===== config.mk =====
export PLATFORM = sky130hd
export DESIGN_NAME = router_psum_wb
export DESIGN_NICKNAME = d
export VERILOG_FILES = /design/src/rtl/router_pkg.sv /design/src/rtl/router_psum_wb.sv
export SDC_FILE = /design/constraint.sdc
export NUM_CORES = 1
export LEC_CHECK = 0
export CAP_MARGIN = 40
export CORE_MARGIN = 10
export CORE_UTILIZATION = 48
export DETAILED_ROUTE_END_ITERATION = 10
export HOLD_SLACK_MARGIN = 0.03
export PLACE_DENSITY = 0.88
export SKIP_CTS_REPAIR_TIMING = 1
export SLEW_MARGIN = 5
export SYNTH_ARGS = -nofsm -noshare
export SYNTH_HDL_FRONTEND = slang
export SYNTH_SLANG_ARGS = --single-unit
export TNS_END_PERCENT = 10

===== constraint.sdc =====
create_clock -name clk -period 5.27 [get_ports clk]
set_input_delay 0.7905 -clock clk [delete_from_list [all_inputs] [get_ports clk]]
set_output_delay 0.7905 -clock clk [all_outputs]
set_load 0.02 [all_outputs]

===== src/rtl/router_pkg.sv =====
// router_pkg: shared state enum, address widths and block-size helper for the cluster routers.
package router_pkg;
  typedef enum logic [1:0] {IDLE, READ_SPAD, DRAIN, DONE} psum_state_e;
  localparam int GLB_AW = 10;
  localparam int SPAD_AW = 9;
  localparam int CNT_W = 8;
  function automatic int psum_count(input int act_size, input int kernel_size);
    return (act_size - kernel_size + 1) ** 2;
  endfunction
endpackage


===== src/rtl/router_psum_wb.sv =====
// router_psum_wb: streams a psum block from the PE spad to consecutive GLB addresses.
// Optional ROUTER_PSUM_RELU_EN clamps negative words to zero in the capture stage.
module router_psum_wb
  import router_pkg::*;
#(
  parameter int DATA_BITWIDTH = 16,
  parameter int ADDR_BITWIDTH_GLB = GLB_AW,
  parameter int ADDR_BITWIDTH_SPAD = SPAD_AW,
  parameter int kernel_size = 3,
  parameter int act_size = 5,
  parameter int P_WRITE_ADDR = 500,
  parameter int P_READ_ADDR_SPAD = 0
) (
  input  logic                          clk,
  input  logic                          reset,
  input  logic [DATA_BITWIDTH-1:0]      r_data_spad_psum,
  output logic [ADDR_BITWIDTH_SPAD-1:0] r_addr_spad_psum,
  output logic                          read_req_spad_psum,
  output logic [DATA_BITWIDTH-1:0]      w_data_glb_psum,
  output logic [ADDR_BITWIDTH_GLB-1:0]  w_addr_glb_psum,
  output logic                          write_en_glb_psum,
  input  logic                          write_psum_ctrl,
  output logic                          write_done
);
  localparam logic [CNT_W-1:0] N = CNT_W'(psum_count(act_size, kernel_size));
  localparam logic [ADDR_BITWIDTH_GLB-1:0] WBASE = ADDR_BITWIDTH_GLB'(P_WRITE_ADDR);
  localparam logic [ADDR_BITWIDTH_SPAD-1:0] RBASE = ADDR_BITWIDTH_SPAD'(P_READ_ADDR_SPAD);
  psum_state_e state_q, state_d;
  logic [CNT_W-1:0] rd_count_q, rd_count_d, wr_count_q, wr_count_d;
  logic [ADDR_BITWIDTH_SPAD-1:0] raddr_q, raddr_d;
  logic [ADDR_BITWIDTH_GLB-1:0] waddr_q, waddr_d;
  logic [DATA_BITWIDTH-1:0] wdata_q, wdata_d;
  logic req_q, req_d, vld_q, vld_d, wen_q, wen_d, done_q, done_d;
  always_comb begin
    state_d = state_q;
    req_d = req_q;
    raddr_d = raddr_q;
    rd_count_d = rd_count_q;
    wr_count_d = wr_count_q;
    waddr_d = waddr_q;
    wdata_d = wdata_q;
    vld_d = req_q;
    wen_d = 1'b0;
    done_d = 1'b0;
    case (state_q)
      IDLE: if (write_psum_ctrl) begin
        state_d = READ_SPAD;
        req_d = 1'b1;
        raddr_d = RBASE;
        rd_count_d = 8'd1;
        wr_count_d = '0;
      end
      READ_SPAD: if (rd_count_q < N) begin
        raddr_d = raddr_q + ADDR_BITWIDTH_SPAD'(1);
        rd_count_d = rd_count_q + 8'd1;
      end else begin
        req_d = 1'b0;
        state_d = DRAIN;
      end
      DRAIN: if (wr_count_q == N) begin
        state_d = DONE;
        done_d = 1'b1;
      end
      DONE: state_d = IDLE;
      default: state_d = IDLE;
    endcase
    // spad data arrives one cycle after its request; register it as a GLB write
    if (vld_q && (state_q == READ_SPAD || state_q == DRAIN)) begin
      wen_d = 1'b1;
      waddr_d = WBASE + ADDR_BITWIDTH_GLB'(wr_count_q);
      wr_count_d = wr_count_q + 8'd1;
`ifdef ROUTER_PSUM_RELU_EN
      wdata_d = r_data_spad_psum[DATA_BITWIDTH-1] ? '0 : r_data_spad_psum;
`else
      wdata_d = r_data_spad_psum;
`endif
    end
  end
  always_ff @(posedge clk) begin
    if (!reset) begin
      state_q <= IDLE;
      req_q <= 1'b0;
      raddr_q <= '0;
      rd_count_q <= '0;
      wr_count_q <= '0;
      waddr_q <= '0;
      wdata_q <= '0;
      vld_q <= 1'b0;
      wen_q <= 1'b0;
      done_q <= 1'b0;
    end else begin
      state_q <= state_d;
      req_q <= req_d;
      raddr_q <= raddr_d;
      rd_count_q <= rd_count_d;
      wr_count_q <= wr_count_d;
      waddr_q <= waddr_d;
      wdata_q <= wdata_d;
      vld_q <= vld_d;
      wen_q <= wen_d;
      done_q <= done_d;
    end
  end
  assign r_addr_spad_psum = raddr_q;
  assign read_req_spad_psum = req_q;
  assign w_addr_glb_psum = waddr_q;
  assign w_data_glb_psum = wdata_q;
  assign write_en_glb_psum = wen_q;
  assign write_done = done_q;
endmodule


# Yosys cells after proc, flatten, opt, wreduce, memory -nomap -nowiden

Cells that the tools add are included.

Equal/unequal tests: 8
Reductions and logical operators: 11
Bitwise operators: 0
$mul: 0
Add/subtract/negate cells: 4
Shifts and indexed selects: 0
Divide/modulo/power cells: 0
Order comparisons: 1
Multiplexer cells: 18

Operator list:

| kind                 | count |
|---|---|
| $mux 8               | 5 |
| $mux 9               | 2 |
| $pmux 9 s2           | 1 |
| $add 8x1->8 const B  | 2 |
| $pmux 8 s2           | 1 |
| $add 9x8->10 const A | 1 |
| $add 9x1->9 const B  | 1 |
| $reduce_and 3->1     | 3 |
| $eq 8x4->1 const B   | 1 |
| $lt 8x4->1 const B   | 1 |
| $ne 2x2->1 const B   | 4 |
| $pmux 2 s4           | 1 |
| $mux 2               | 3 |
| $reduce_bool 2->1    | 3 |
| $eq 2x2->1 const B   | 2 |
| $mux 1               | 4 |
| $reduce_and 2->1     | 2 |
| $eq 2x1->1 const B   | 1 |
| $logic_not 2->1      | 1 |
| $pmux 1 s2           | 1 |
| $logic_and 1x1->1    | 1 |
| $logic_or 1x1->1     | 1 |

Bits in read-only memories: 0
Word-level logic and storage cells: 52
Input port bits: 19
Register bits: 57
Bits in writable memories: 0
Output and inout bits: 38
Memories: 0
Bits in latches: 0

# Longest topological paths before layout

Depth after elaboration: 5
Mapped depth: 8
Mapped depth without buffers: 7

# Worst setup path after synthesis

OpenSTA, ideal clock, no wires.

Path type: input port to flip-flop
Start: input port write_psum_ctrl
End: register raddr_q[8], in the netlist r_addr_spad_psum[8]
Stages on the path: 5
Data arrival time: 1.890 ns
Buffers on the path: 0
Setup slack: 3.309 ns
Cells stage by stage: nand2_1 > o21a_1 > a2111o_1 > or3_1 > a21oi_1

Word-level cells in the longest chain between the ends: 2

RTL lines:

| item                       | RTL line             | source |
|---|---|---|
| from (decl)                | router_psum_wb.sv:22 | `input logic write_psum_ctrl,` |
| $ne 2x2->1 (no line)       | n/a                  |  |
| $reduce_and 3->1 (no line) | n/a                  |  |
| to (signal assigned)       | router_psum_wb.sv:94 | `raddr_q <= raddr_d;` |
| to (decl)                  | router_psum_wb.sv:30 | `logic [ADDR_BITWIDTH_SPAD-1:0] raddr_q, raddr_d;` |

No other way between the ends.
A chain may end at the register's enable or synchronous reset.

# Worst setup path after layout

Same ends and word-level chain as after synthesis.

==> results.sh <==
export IMPL_finalSetupViolations=0
export IMPL_synth_distinct_cells=36
export IMPL_placement_cell_area_um2=3160
export IMPL_postSynthRegisterBits=57
export IMPL_arrival_ns=2.57
export IMPL_synth_avg_cell_area_um2=8.50
export IMPL_finalWirelength_um=6270
export IMPL_route_detailed_drc=0
export IMPL_floorplan_die_area_um2=8560
export IMPL_power_spent_charging_and_discharging_nets_mw=0.416
export IMPL_clock_root_buffer="clkbuf_8"
export IMPL_share_comb_of_total_power=0.265
export IMPL_timing_setup_critical_path_class="in -> reg"
export IMPL_die_w_um=92.5
export IMPL_critical_path_required_ns=5.54
export IMPL_timing_rr_end="r_addr_spad_psum[8]"
export IMPL_power_leakage_nw=1.26
export IMPL_max_vdd_ir_drop_uv=261
export IMPL_postSynthCellCount=297
export IMPL_layoutNonFillerInstCount=426
export IMPL_clock_insertion_delay_worst_skew_ns=0.34
export IMPL_number_of_routed_nets_with_antenna_violations=0
export IMPL_io_buffers=56
export IMPL_routedWlPerCell_um=14.7
export IMPL_clock_skew_final_ns=0.00682
export IMPL_max_freq_ghz=0.434
export IMPL_routed_via_count=2251
export IMPL_tritoncts="yes"
export IMPL_timing_critical_path_slowest_cell_delay_ns=0.53
export IMPL_share_of_final_layout_standard_cells_stronger_than_drive_strength_1=0.0702
export IMPL_worstPathBufferInverterCount=1
export IMPL_clock_sinks=57
export IMPL_crit_reg2reg_launch="state_q[1]"
export IMPL_p_sw_frac=0.312
export IMPL_m1WireLength_um=2670
export IMPL_hold_path_class="reg -> reg"
export IMPL_grt_pass1_vias=2201
export IMPL_detailroute_wirelength_met2_um=2980
export IMPL_mostFrequentLayoutCells="nand2_1, dfxtp_1, clkdlybuf4s50_1"
export IMPL_seq_power_share=0.380
export IMPL_cellInternalPower_mw=0.915
export IMPL_global_route_wire_length_before_repair_um=10300
export IMPL_total_power_mw=1.33
export IMPL_fp_dieH_um=92.5
export IMPL_layout_cells_most_common="nand2_1"
export IMPL_min_path_cells=2
export IMPL_num_io_pins=57
export IMPL_synth_warning_count=0
export IMPL_dr_first_iter_drc_count=116
export IMPL_worst_setup_hold_path_clk_slew_ns=0.07
export IMPL_cellPowerDensity_nw_per_um2=392
export IMPL_critical_path_max_fanout=7
export IMPL_num_rows=26
export IMPL_worst_setup_path_start_kind="primary input"
export IMPL_timing_critical_path_cells="clkdlybuf4s50_1 -> nand2_1 -> o21a_1 -> a2111o_1 -> or3_1 -> a21oi_1"
export IMPL_core_um2=5110
export IMPL_htree_levels=3
export IMPL_finalWorstSetupSlack_ns=2.97
export IMPL_regToRegSetupSlack_ns=3.07
export IMPL_reg2reg_depth=7
export IMPL_place_detailed_instances=410
export IMPL_hold_worst_slack_ns=0.464
export IMPL_seq_area_frac_synth=0.452
export IMPL_ys_flop_type="dfxtp_1"
export IMPL_max_slew_margin_rel=0.443
export IMPL_max_cap_violations=0
export IMPL_place_hpwl_um=4380
export IMPL_antenna_diode_count=0
export IMPL_period_utilization=0.437
export IMPL_final_hold_viol_count=0
export IMPL_floorplan_initialDensity=0.494
export IMPL_worst_path_max_delay_cell="clkdlybuf4s50_1"
export IMPL_worst_path_dominant_cell_family="compound AO/OA/AOI/OAI gates"
export IMPL_flow_area_growth_from_synthesis_pct=34.5
export IMPL_synth_edff_count=0
export IMPL_first_pass_iters=4
export IMPL_cts_made_buffers=9
export IMPL_place_worst_setup_slack_ns=2.64
export IMPL_outcome="finished clean"
export IMPL_share_clk_of_total_power=0.354
export IMPL_grt_ovf=0
export IMPL_antenna_found_initial=0
export IMPL_place_congestion=0.861
export IMPL_fillerInstances=422
export IMPL_netlist_area_um2=2520
export IMPL_setup_repair_after_global_routing_missed_its_margin="false"
export IMPL_slew_violations=0
export IMPL_worstMarginPinSlew_ns=0.827
export IMPL_cts_max_path_buffers=2
export IMPL_wl_met3_um=470
export IMPL_cp_end_kind="flip-flop"
export IMPL_groute_usage_overall=0.150
export IMPL_mappedNetlistNets=326
export IMPL_finish_utilization=0.665
export IMPL_async_flop_share=0
export IMPL_viasPerCell=5.28
export IMPL_cell_area_after_layout_um2=3390
export IMPL_hp_start="w_data_glb_psum[6]"
export IMPL_timing_setup_tns_ns=0
export IMPL_whs_endpoint="w_data_glb_psum[6]"
export IMPL_maximum_number_of_pins_on_one_net_before_global_route_repair=47
export IMPL_post_route_min_period_ns=2.30
export IMPL_final_net_count=380
export IMPL_route_top_layer_used="met4"
[routing by layer]
| layer | track usage | vias to the layer above |
|---|---|---|
| li1 | - | 1119 |
| met1 | 0.163 | 1058 |
| met2 | 0.243 | 60 |
| met3 | 0.0686 | 14 |
| met4 | 0.0707 | 0 |
| met5 | 0 | - |
[state kept, by name (all words and copies together), names as in the netlist]
name and flops:
read_req_spad_psum 1, vld_q 1, write_en_glb_psum 1, wr_count_q 8
r_addr_spad_psum 9, write_done 1, w_data_glb_psum 16, rd_count_q 8
state_q 2, w_addr_glb_psum 10
[kinds of logic (layout without fill, tap and decap cells)]
| family | after synthesis | in the layout | synth area share |
|---|---|---|---|
| AO/OA/AOI/OAI | 74 | 74 | 0.201 |
| XOR/XNOR | 8 | 8 | 0.0278 |
| flip-flops | 57 | 57 | 0.452 |
| buffers and inverters | 28 | 87 | 0.0421 |
| adder cells (fa/ha/maj) | 10 | 10 | 0.0496 |
| AND/OR/NAND/NOR | 118 | 118 | 0.220 |
| multiplexers | 2 | 2 | 0.00793 |
[power groups by stage]
stage / Combinational (mW) / Clock (mW) / Sequential, mW
6_report: 0.353 / 0.471 / 0.506
5_1_grt: 0.393 / 0.496 / 0.512
2_1_floorplan: 0.191 / 0 / 0.542
4_1_cts: 0.356 / 0.477 / 0.506
3_3_place_gp: 0.331 / 0 / 0.512
3_5_place_dp: 0.353 / 0 / 0.515
[cell usage after synthesis (2+ instances only)]
cell	instances	share of area
ha_1	10	0.050
nand2_1	59	0.088
dfxtp_1	57	0.45
or3_1	3	0.0074
a41oi_1	2	0.0069
o21ai_0	13	0.026
a211oi_1	4	0.012
a21oi_1	14	0.028
o211a_1	5	0.020
nor2_1	20	0.030
a31oi_1	4	0.0099
a21boi_0	19	0.057
and2_1	6	0.015
and3_1	5	0.012
nor2b_1	10	0.025
mux2i_1	2	0.0079
inv_1	11	0.016
nand3_1	6	0.012
and4_2	2	0.0079
clkbuf_1	16	0.024
nor3_1	4	0.0079
a22oi_1	5	0.015
xnor2_1	7	0.024
[how the worst max path moves through the flow]
stage                    startpoint                   to  slack [ns]  depth (start not counted)
floorplan           write_psum_ctrl  r_addr_spad_psum[8]        3.31                          5
global placement    write_psum_ctrl  r_addr_spad_psum[8]        2.70                          6
detailed placement  write_psum_ctrl  r_addr_spad_psum[8]        2.64                          6
CTS                 write_psum_ctrl  r_addr_spad_psum[8]        2.99                          6
global route        write_psum_ctrl  r_addr_spad_psum[8]        2.85                          6
finish              write_psum_ctrl  r_addr_spad_psum[8]        2.97                          6
[area by class of cell]
type	count	area, um^2	area share
repair buffers	60	618	0.182
clock inverters	4	75.1	0.0221
well taps	70	87.6	0.0258
multi-input cells	212	1280	0.376
flip-flops and latches	57	1140	0.336
inverters	11	41.3	0.0122
clock buffers	12	155	0.0457
[worst min-delay path, cell delays in order (launching register included)]
cell and delay (ns):
dfxtp_1 0.31, nand2_1 0.04, a21boi_0 0.06
(Power assumes the default switching activity.)
